--- src/rtl/fetch_stage_pkg.sv ---
// Shared definitions for the RV32I instruction fetch stage.
//   NOP_INSTR        : addi x0,x0,0, placed on id_ir whenever IF/ID is empty
//   RESET_PC_DEFAULT : first fetch address after reset
//   fetch_state_t    : fetch FSM encodings (FS_REQ / FS_WAIT / FS_HOLD)
//   word_align       : clears bits [1:0] of a byte address
package fetch_stage_pkg;

  localparam logic [31:0] NOP_INSTR        = 32'h0000_0013;
  localparam logic [31:0] RESET_PC_DEFAULT = 32'h0000_0000;

  typedef enum logic [1:0] {
    FS_REQ  = 2'd0,  // ready to issue a request
    FS_WAIT = 2'd1,  // one request outstanding
    FS_HOLD = 2'd2   // response parked in the buffer, IF/ID blocked
  } fetch_state_t;

  function automatic logic [31:0] word_align(input logic [31:0] addr);
    return addr & ~32'h0000_0003;
  endfunction

endpackage

--- src/rtl/fetch_stage_if_id_reg.sv ---
// IF/ID pipeline register.
// Ports:
//   clk, rst      : clock, synchronous active-high reset
//   flush         : drop the held instruction (highest priority after rst)
//   load          : capture load_pc / load_ir as a live instruction
//   stall         : hold a live instruction
//   load_pc/ir    : new entry
//   id_valid, id_pc, id_pc_plus4, id_ir : decode-side outputs
// When the register empties, id_ir becomes NOP_INSTR while id_pc and
// id_pc_plus4 keep their last values.
module if_id_reg
  import fetch_stage_pkg::*;
#(
  parameter logic [31:0] NOP = NOP_INSTR
) (
  input  logic        clk,
  input  logic        rst,
  input  logic        flush,
  input  logic        load,
  input  logic        stall,
  input  logic [31:0] load_pc,
  input  logic [31:0] load_ir,
  output logic        id_valid,
  output logic [31:0] id_pc,
  output logic [31:0] id_pc_plus4,
  output logic [31:0] id_ir
);

  always_ff @(posedge clk) begin
    if (rst) begin
      id_valid    <= 1'b0;
      id_pc       <= 32'h0;
      id_pc_plus4 <= 32'h0;
      id_ir       <= NOP;
    end else if (flush) begin
      id_valid <= 1'b0;
      id_ir    <= NOP;
    end else if (load) begin
      id_valid    <= 1'b1;
      id_pc       <= load_pc;
      id_pc_plus4 <= load_pc + 32'd4;
      id_ir       <= load_ir;
    end else if (!stall) begin
      // Nothing new arrived: the old instruction moves on to decode.
      id_valid <= 1'b0;
      id_ir    <= NOP;
    end
    // stall without load: hold everything
  end

endmodule

--- src/rtl/fetch_stage.sv ---
// Instruction fetch stage of the pipelined RV32I core.
// Ports:
//   clk, rst                        : clock, synchronous active-high reset
//   stall                           : hazard unit holds IF/ID
//   redirect_valid, redirect_pc     : taken branch/jump, flush and refetch
//   imem_req_valid/ready, imem_addr : request channel
//   imem_rsp_valid, imem_rsp_data   : response channel
//   id_valid, id_pc, id_pc_plus4, id_ir : IF/ID outputs to decode
// Handshake: a request transfers on the cycle imem_req_valid && imem_req_ready;
// exactly one response follows at least one cycle later. Only one request is
// ever outstanding. The FSM state is the internal signal 'state'.
module fetch_stage
  import fetch_stage_pkg::*;
#(
  parameter logic [31:0] RESET_PC = RESET_PC_DEFAULT
) (
  input  logic        clk,
  input  logic        rst,
  input  logic        stall,
  input  logic        redirect_valid,
  input  logic [31:0] redirect_pc,
  output logic        imem_req_valid,
  input  logic        imem_req_ready,
  output logic [31:0] imem_addr,
  input  logic        imem_rsp_valid,
  input  logic [31:0] imem_rsp_data,
  output logic        id_valid,
  output logic [31:0] id_pc,
  output logic [31:0] id_pc_plus4,
  output logic [31:0] id_ir
);

  fetch_state_t state, state_next;

  logic [31:0] fetch_pc;
  logic [31:0] inflight_pc;
  logic        kill;        // outstanding response belongs to a flushed path
  logic [31:0] buf_pc;
  logic [31:0] buf_ir;

  logic        req_fire;
  logic        rsp_take;    // live response accepted this cycle
  logic        if_id_free;
  logic        buf_store;
  logic        load;
  logic [31:0] load_pc;
  logic [31:0] load_ir;

  // State register
  always_ff @(posedge clk) begin
    if (rst) state <= FS_REQ;
    else     state <= state_next;
  end

  // Next-state logic
  always_comb begin
    state_next = state;
    if (redirect_valid) begin
      // A pending response with nothing arriving must still be drained (kill).
      state_next = (state == FS_WAIT && !imem_rsp_valid) ? FS_WAIT : FS_REQ;
    end else begin
      case (state)
        FS_REQ:  if (req_fire) state_next = FS_WAIT;
        FS_WAIT: if (imem_rsp_valid) state_next = (kill || if_id_free) ? FS_REQ : FS_HOLD;
        FS_HOLD: if (!stall) state_next = FS_REQ;
        default: state_next = FS_REQ;
      endcase
    end
  end

  // Output / control logic
  always_comb begin
    imem_req_valid = (state == FS_REQ) && !redirect_valid && !rst;
    imem_addr      = fetch_pc;
    req_fire       = imem_req_valid && imem_req_ready;
    if_id_free     = !id_valid || !stall;
    rsp_take       = (state == FS_WAIT) && imem_rsp_valid && !kill && !redirect_valid;
    buf_store      = rsp_take && !if_id_free;
    load           = (rsp_take && if_id_free) ||
                     ((state == FS_HOLD) && !stall && !redirect_valid);
    load_pc        = (state == FS_HOLD) ? buf_pc : inflight_pc;
    load_ir        = (state == FS_HOLD) ? buf_ir : imem_rsp_data;
  end

  // PC, kill flag and one-entry response buffer
  always_ff @(posedge clk) begin
    if (rst) begin
      fetch_pc    <= word_align(RESET_PC);
      inflight_pc <= 32'h0;
      kill        <= 1'b0;
      buf_pc      <= 32'h0;
      buf_ir      <= NOP_INSTR;
    end else if (redirect_valid) begin
      fetch_pc <= word_align(redirect_pc);
      kill     <= (state == FS_WAIT) && !imem_rsp_valid;
    end else begin
      if (req_fire) begin
        inflight_pc <= fetch_pc;
        fetch_pc    <= fetch_pc + 32'd4;
      end
      if (state == FS_WAIT && imem_rsp_valid) kill <= 1'b0;
      if (buf_store) begin
        buf_pc <= inflight_pc;
        buf_ir <= imem_rsp_data;
      end
    end
  end

  if_id_reg #(
    .NOP(NOP_INSTR)
  ) u_if_id (
    .clk        (clk),
    .rst        (rst),
    .flush      (redirect_valid),
    .load       (load),
    .stall      (stall),
    .load_pc    (load_pc),
    .load_ir    (load_ir),
    .id_valid   (id_valid),
    .id_pc      (id_pc),
    .id_pc_plus4(id_pc_plus4),
    .id_ir      (id_ir)
  );

endmodule

--- config.mk ---
export PLATFORM = sky130hd
export DESIGN_NAME = fetch_stage
export DESIGN_NICKNAME = d
export VERILOG_FILES = /design/src/rtl/fetch_stage_pkg.sv /design/src/rtl/fetch_stage_if_id_reg.sv /design/src/rtl/fetch_stage.sv
export SDC_FILE = /design/constraint.sdc
export NUM_CORES = 1
export LEC_CHECK = 0
export BUFFER_PORTS_ARGS = -buffer_cell sky130_fd_sc_hd__buf_2
export CORE_MARGIN = 5
export CORE_UTILIZATION = 23
export CTS_BUF_LIST = sky130_fd_sc_hd__clkbuf_8
export CTS_CLUSTER_DIAMETER = 80
export DETAILED_ROUTE_END_ITERATION = 16
export PLACE_DENSITY = 0.51
export SYNTH_ARGS = -nofsm -noshare
export SYNTH_HDL_FRONTEND = slang
export SYNTH_SLANG_ARGS = --single-unit
export TNS_END_PERCENT = 30
--- constraint.sdc ---
create_clock -name clk -period 8.3 [get_ports clk]
set_clock_uncertainty 0.15 [all_clocks]
set_input_delay 2.075 -clock clk [delete_from_list [all_inputs] [get_ports clk]]
set_output_delay 2.075 -clock clk [all_outputs]
set_load 0.005 [all_outputs]
Word level (Yosys, flattened, before mapping) --
Cells that the tools add are included. W data, S select, Z words.
Cells by class: eq/ne operators 6, add/subtract/negate cells 2, bitwise gates (word level) 1, muxes and demuxes 17, reduce and logical (&&, ||, !) cells 29
Operators with widths (number):
- $mux W32 | 6
- $add A32 B3 Y32 const B | 2
- $logic_and A1 B1 Y1 | 11
- $mux W2 | 5
- $ne A3 B3 Y1 const B | 3
- $logic_not A1 Y1 | 7
- $pmux W2 S3 | 1
- $reduce_and A2 Y1 | 3
- $mux W1 | 5
- $reduce_bool A2 Y1 | 2
- $logic_or A1 B1 Y1 | 3
- $reduce_and A3 Y1 | 1
- $eq A2 B1 Y1 const B | 1
- $eq A2 B2 Y1 const B | 1
- $logic_not A2 Y1 | 1
- $ne A2 B1 Y1 const B | 1
- $reduce_or A2 Y1 | 1
- $not A1 Y1 | 1
Word-level totals: register bits after elaboration 228, bits of input ports 70

Logic depth before layout (Yosys ltp) --
Gate-level depths: netlist of run 1.
depth in word-level cells 7, gate-level depth with buffers 14, gate-level depth less buffers 8

Hierarchy --
Synthesis of run 1 repeated with hierarchy kept, for this count alone.
Unflattened totals: cells, all modules 1226, area, all modules 9834.4 um^2
By module, submodules not included:
- fetch_stage | instances 1, area each 5831.8 um^2, cells each 705
- if_id_reg | instances 1, area each 4002.6 um^2, cells each 521

Worst setup path before layout of run 1 --
OpenSTA, ideal clock, no wires.
path kind input -> output, start point input redirect_valid, end point output imem_req_valid, arrival 2.628 ns, buffers on the path 1, path slack 3.447 ns, stages 2, cells stage by stage clkbuf_1 nor4_1
On the way: cells in the longest elaborated chain, start to end 3
RTL lines:
- start, declared | line fetch_stage.sv:20 | input logic redirect_valid,
- $logic_not A1 Y1 | line fetch_stage.sv:73 | imem_req_valid = (state == FS_REQ) && !redirect_valid && !rst;
- $logic_and A1 B1 Y1 (2 in series) | line fetch_stage.sv:73
- end, declared | line fetch_stage.sv:22 | output logic imem_req_valid,
Every way passes these cells.

Worst setup path in the final report of run 1 --
Same ends and word-level chain as after synthesis.

==> out/qor.yml, run 1 <==
timing:
  worst_pin_slew_ns: 1.06
  finalHoldViolations: 0
  finalMaxSlewViolations: 0
  maxSlewHeadroom_pct: 29.3
  period_share_pct: 67.8
  fmax_mhz: 178
  finalWorstPathRequiredPeriod_ns: 5.63
  setup_viol: 0
  rsz0062_at_grt: "false"
  final.setup.tns_ns: 0
synth:
  ys_ff_latch: 218
  synthesis.area_um2: 9940
  synth_cell_type_count: 66
  synth_edf_count: 0
  yosysSeqAreaShare_pct: 43.9
  ys.flop_type: "dfxtp_1"
  async_flop_share_pct: 0
  synth_warnings: 0
  syn_inst: 1275
  synth_area_per_cell_um2: 7.79
routing:
  vias_per_cell: 4.67
  first_pass_iters: 5
  routed_wl_um: 33900
  wire_per_inst_um: 16.6
  drt-initial-drc-count: 702
  drc_errors: 0
  vias: 9551
  ant_nets: 0
place:
  gp_congestion: 0.787
  hpwl_um: 22800
  io_buffers: 191
  placed_cells: 1969
clock_network:
  clock_latency_ns: 0.58
  cts.sinks: 218
  htreeDepth: 2
  cts_buffers: 43
  clock_path_buffers: 3
  hold_buffers: 0
  post-cts-setup-buffers: 0
  ctsResizeCount: 0
  path_clk_slew_ns: 0.06
  cts_tree: "yes"
  cts_root_buf: "clkbuf_8"
floorplanning:
  die_w_um: 218
  start_util_pct: 23.2
  coreArea_um2: 42900
  rows: 76
  fp.dieH_um: 218
  die_area_um2: 47500
  ios: 200
global_route:
  grt_pass1_wl_um: 52600
  grt_usage_pct: 13.8
  grt_max_degree: 92
  grt_overflow_total: 0
  antenna_found_initial: 5
  first_global_vias: 8985
setup_path:
  critPathKind: "in -> out"
  crit_arrival_ns: 3.40
  reg2reg_to: "u_if_id.id_pc_plus4[20]"
  worstPathMaxFanout: 43
  critPathLaunchType: "input port"
  r2r-start: "state[0]"
  rr_worst_depth: 8
  cp-end-kind: "output port"
  worstPathRequired_ns: 6.08
  rrSetupSlack_ns: 4.46
final_layout:
  layout_common_cells: "nand2_1 (331), dfxtp_1 (218), buf_2 (190), a21oi_1 (168), nor2_1 (92)"
  drive_gt1_share_pct: 20.5
  fin_cells: 2047
  fillers: 4674
  final_common_cell: "nand2_1"
  nNetsFinal: 1501
  areaGrowthSynthToFinish_pct: 22.6
power_and_ir_drop:
  cellLeakagePower_nw: 5.00
  power_density_nw_per_um2: 188
  vdd_drop_max_uv: 86.6
worst_hold_path:
  hold_path_class: "reg -> reg"
  worstHoldStart: "u_if_id.id_pc[3]"
  hold_path_end: "u_if_id.id_pc[3]"
  hold_depth: 2
run:
  cap_violations: 0
run_status:
  status: "complete, no violations"
registers in the layout (all words and copies together) (netlist names):
| signal | flops |
|---|---|
| state | 2 |
| buf_pc | 30 |
| u_if_id.id_ir | 32 |
| buf_ir | 32 |
| u_if_id.id_pc | 30 |
| u_if_id.id_valid | 1 |
| u_if_id.id_pc_plus4 | 30 |
| inflight_pc | 30 |
| imem_addr | 30 |
| kill | 1 |
worst max path at each step:
stage                     slack (ns)        endpoint           start
after floorplan                 3.45  imem_req_valid  redirect_valid
after global placement          2.64  imem_req_valid  redirect_valid
after detailed placement        2.66  imem_req_valid  redirect_valid
after CTS                       2.65  imem_req_valid  redirect_valid
after global routing            2.58  imem_req_valid  redirect_valid
final                           2.67  imem_req_valid  redirect_valid
critical path, stage by stage:
cell and delay (ns):
buf_2 0.10, buf_4 0.28, nor4_1 0.70, buf_2 0.24
Yosys cell counts, types with 8 or more instances:
cell type	number	area [um^2]
o21ai_0	33	165
nand2_1	331	1240
and3_1	33	206
nor2_1	92	345
clkbuf_1	54	203
buf_2	28	140
buf_1	8	30.0
dfxtp_1	218	4360
nand4_1	20	125
nor3_1	16	80.1
a21oi_1	168	841
a31oi_1	13	81.3
a211oi_1	28	210
nand3_1	68	340
mux2i_1	35	350
stage by stage:
step / power [mW] / hold slack (ns) / util (%) / setup slack, ns / cell area [um^2]
2_1_floorplan: 1.16 / 0.284 / - / 3.45 / 9950
3_3_place_gp: 1.22 / 0.290 / 26.4 / 2.64 / 11300
3_5_place_dp: 1.22 / 0.290 / 26.4 / 2.66 / 11300
4_1_cts: 2.34 / 0.299 / 28.4 / 2.65 / 12200
5_1_grt: 2.41 / 0.313 / 28.4 / 2.58 / 12200
6_report: 2.29 / 0.299 / 28.4 / 2.67 / 12200
area by class of cell:
| type | instances | area [um^2] | area share (%) |
|---|---|---|---|
| multi-input cells | 955 | 5130 | 42.1 |
| repair buffers | 206 | 1070 | 8.79 |
| inverters | 5 | 18.8 | 0.154 |
| well taps | 585 | 732 | 6.01 |
| clock buffers | 54 | 743 | 6.10 |
| clock inverters | 21 | 116 | 0.955 |
| flip-flops and latches | 218 | 4360 | 35.8 |
| diodes | 3 | 7.51 | 0.0616 |
kinds of logic (layout without fill, tap and decap cells):
| family | Yosys count | count (layout) | synth area share [%] |
|---|---|---|---|
| other | 1 | 9 | 0.0377 |
| adders and majority gates | 2 | 2 | 0.252 |
| muxes | 47 | 47 | 5.30 |
| DFF | 218 | 218 | 43.9 |
| and+or+nand+nor | 605 | 605 | 27.3 |
| AOI/OAI and AO/OA | 286 | 286 | 17.3 |
| xor gates and xnor gates | 9 | 9 | 0.793 |
| buffers and inverters | 107 | 286 | 5.13 |
where the power goes:
part | internal, mW | switching, mW | leakage [nW]
Combinational | 0.0404 | 0.0749 | 2.75
Sequential | 1.06 | 0.0237 | 1.76
Clock | 0.613 | 0.474 | 0.495
metal layers:
metal / up-vias / track usage [%] / wire (um)
met5: - / 0 / 41
met3: 51 / 3.54 / 2100
met1: 4489 / 20.8 / 17200
li1: 4757 / - / -
met2: 248 / 19.3 / 13900
met4: 6 / 3.87 / 656
No activity file was read; power rests on OpenSTA's default activity.
==> run 2: changes to the inputs <==
--- a/config.mk
+++ b/config.mk
@@ -11,7 +11,7 @@
 export CTS_BUF_LIST = sky130_fd_sc_hd__clkbuf_8
 export CTS_CLUSTER_DIAMETER = 80
 export DETAILED_ROUTE_END_ITERATION = 16
-export PLACE_DENSITY = 0.51
+export PLACE_DENSITY = 0.52
 export SYNTH_ARGS = -nofsm -noshare
 export SYNTH_HDL_FRONTEND = slang
 export SYNTH_SLANG_ARGS = --single-unit
==> constraint.sdc (replaced) <==
create_clock -name clk -period 4.9 [get_ports clk]
set_clock_uncertainty 0.15 [all_clocks]
set_input_delay 1.225 -clock clk [delete_from_list [all_inputs] [get_ports clk]]
set_output_delay 1.225 -clock clk [all_outputs]
set_load 0.005 [all_outputs]
==> run 2 against run 1 <==
  * Combinational power grew 70%
  * Hold slack got worse by 0.0019 ns
  * Sequential cell count unchanged
  * Non-clock buffer count grew 4
  * Setup slack worse by 1.6 ns
  * Count of clock-buffer cells in the layout is 1 lower
  * First-iteration DRC count shrank 13%
  * Utilization barely moved
  * Critical endpoint unchanged
  * Largest power group unchanged
==> out/qor.yml, run 2 (same netlist as run 1, synthesis figures left out) <==
final_layout:
  layout_common_cells: "nand2_1 (331), dfxtp_1 (218), buf_2 (190), a21oi_1 (168), nor2_1 (92)"
  final_util_pct: 28.4
  drive_gt1_share_pct: 20.5
  nNetsFinal: 1506
  areaGrowthSynthToFinish_pct: 22.6
  final_common_cell: "nand2_1"
  fillers: 4697
  reg.largest.list: "buf_ir x32, u_if_id.id_ir x32"
routing:
  drt-initial-drc-count: 612
  ant_nets: 0
  vias: 9559
  wire_per_inst_um: 16.8
  routed_wl_um: 34500
  first_pass_iters: 6
  drc_errors: 0
  vias_per_cell: 4.66
clock_network:
  cts_root_buf: "clkbuf_8"
  cts_buffers: 44
  path_clk_slew_ns: 0.05
  post-cts-setup-buffers: 0
  clock_path_buffers: 3
  cts.sinks: 218
  htreeDepth: 2
  hold_buffers: 0
  ctsResizeCount: 0
  cts_tree: "yes"
  clock_latency_ns: 0.58
setup_path:
  critPathKind: "in -> out"
  critPathLaunchType: "input port"
  worstPathRequired_ns: 3.52
  cpPeakStageDelay_ns: 0.73
  r2r-start: "state[0]"
  reg2reg_to: "u_if_id.id_pc_plus4[30]"
  worstPathMaxFanout: 39
  path_cells: "buf_4 > nor4_1 > buf_2"
  cp-end-kind: "output port"
  rr_worst_depth: 7
  crit_arrival_ns: 2.49
  slowest_stage: "nor4_1"
  rrSetupSlack_ns: 1.50
timing:
  finalWorstPathRequiredPeriod_ns: 3.86
  finalHoldViolations: 0
  setup_viol: 0
  fmax_mhz: 259
  rsz0062_at_grt: "false"
  period_share_pct: 78.8
  final.setup.tns_ns: 0
  maxSlewHeadroom_pct: 25.0
  worst_pin_slew_ns: 1.12
  finalMaxSlewViolations: 0
floorplanning:
  coreArea_um2: 42900
  fp.dieH_um: 218
  rows: 76
  start_util_pct: 23.2
  die_w_um: 218
  die_area_um2: 47500
  ios: 200
power_and_ir_drop:
  power_density_nw_per_um2: 315
  cellLeakagePower_nw: 5.03
  vdd_drop_max_uv: 110
  power_mw: 3.84
worst_hold_path:
  hold_depth: 2
  hold_path_end: "u_if_id.id_pc_plus4[10]"
  hold_path_class: "reg -> reg"
  worstHoldStart: "u_if_id.id_pc_plus4[10]"
global_route:
  grt_pass1_wl_um: 53000
  grt_max_degree: 62
  grt_overflow_total: 0
  first_global_vias: 9002
  antenna_found_initial: 4
  grt_usage_pct: 14.0
place:
  io_buffers: 191
  gp_congestion: 0.774
  hpwl_um: 23600
run_status:
  status: "complete, no violations"
run:
  cap_violations: 0
-- run 2: changes by cell type in the layout (fill, tap and decap cells not counted) --
cell and change:
buf_12 +1, buf_4 +3, bufinv_16 -1, clkbuf_8 -1, clkinv_2 -1, diode_2 -1
inv_1 +6, nand3_2 +1, nand3_4 -1, nor2b_2 +1, nor2b_4 -1
-- run 2: metal layers --
layer | share of wire (%) | up-vias | global-route usage [%]
met5 | 0.12 | - | 0
met2 | 41 | 270 | 19.8
met1 | 50 | 4446 | 20.5
li1 | - | 4771 | -
met3 | 6.2 | 66 | 3.50
met4 | 2.9 | 6 | 5.32
-- run 2: final cells by class --
cell class	instances	area [um^2]	share of cell area [%]
multi-input cells	955	5110	42.0
flip-flops and latches	218	4360	35.8
repair buffers	210	1110	9.14
well taps	585	732	6.01
clock buffers	53	729	5.99
clock inverters	25	104	0.853
inverters	5	18.8	0.154
diodes	2	5.00	0.0411
-- run 2: worst max-delay path by stage --
stage / end / startpoint / slack, ns / cells after the start
2_1_floorplan: imem_req_valid / redirect_valid / 1.75 / 2
3_3_place_gp: imem_addr[22] / rst / 1.03 / 7
3_5_place_dp: imem_addr[11] / rst / 1.04 / 8
4_1_cts: imem_req_valid / rst / 1.06 / 3
5_1_grt: imem_req_valid / rst / 0.98 / 3
6_report: imem_req_valid / rst / 1.04 / 3
-- run 2: metrics by stage --
stage	setup slack (ns)	instance area, um^2	hold WS (ns)	cells
after floorplan	1.75	9950	0.284	1280
after global placement	1.03	11300	0.289	1973
after detailed placement	1.04	11300	0.295	1973
after CTS	1.06	12200	0.301	2051
after global routing	0.977	12200	0.317	2052
final	1.04	12200	0.297	2053
-- run 2: report_power, final --
group	switching, mW	total [mW]	leakage (nW)	internal, mW
sequential	0.0399	1.84	1.76	1.80
clock	0.831	1.80	0.502	0.974
combinational	0.128	0.196	2.77	0.0682
total	0.999	3.84	5.03	2.84
-- run 2: worst max-delay path, delay by kind of cell --
family	cells	cell delay, ns
buffers and inverters	2	0.49
and+or+nand+nor	1	0.73
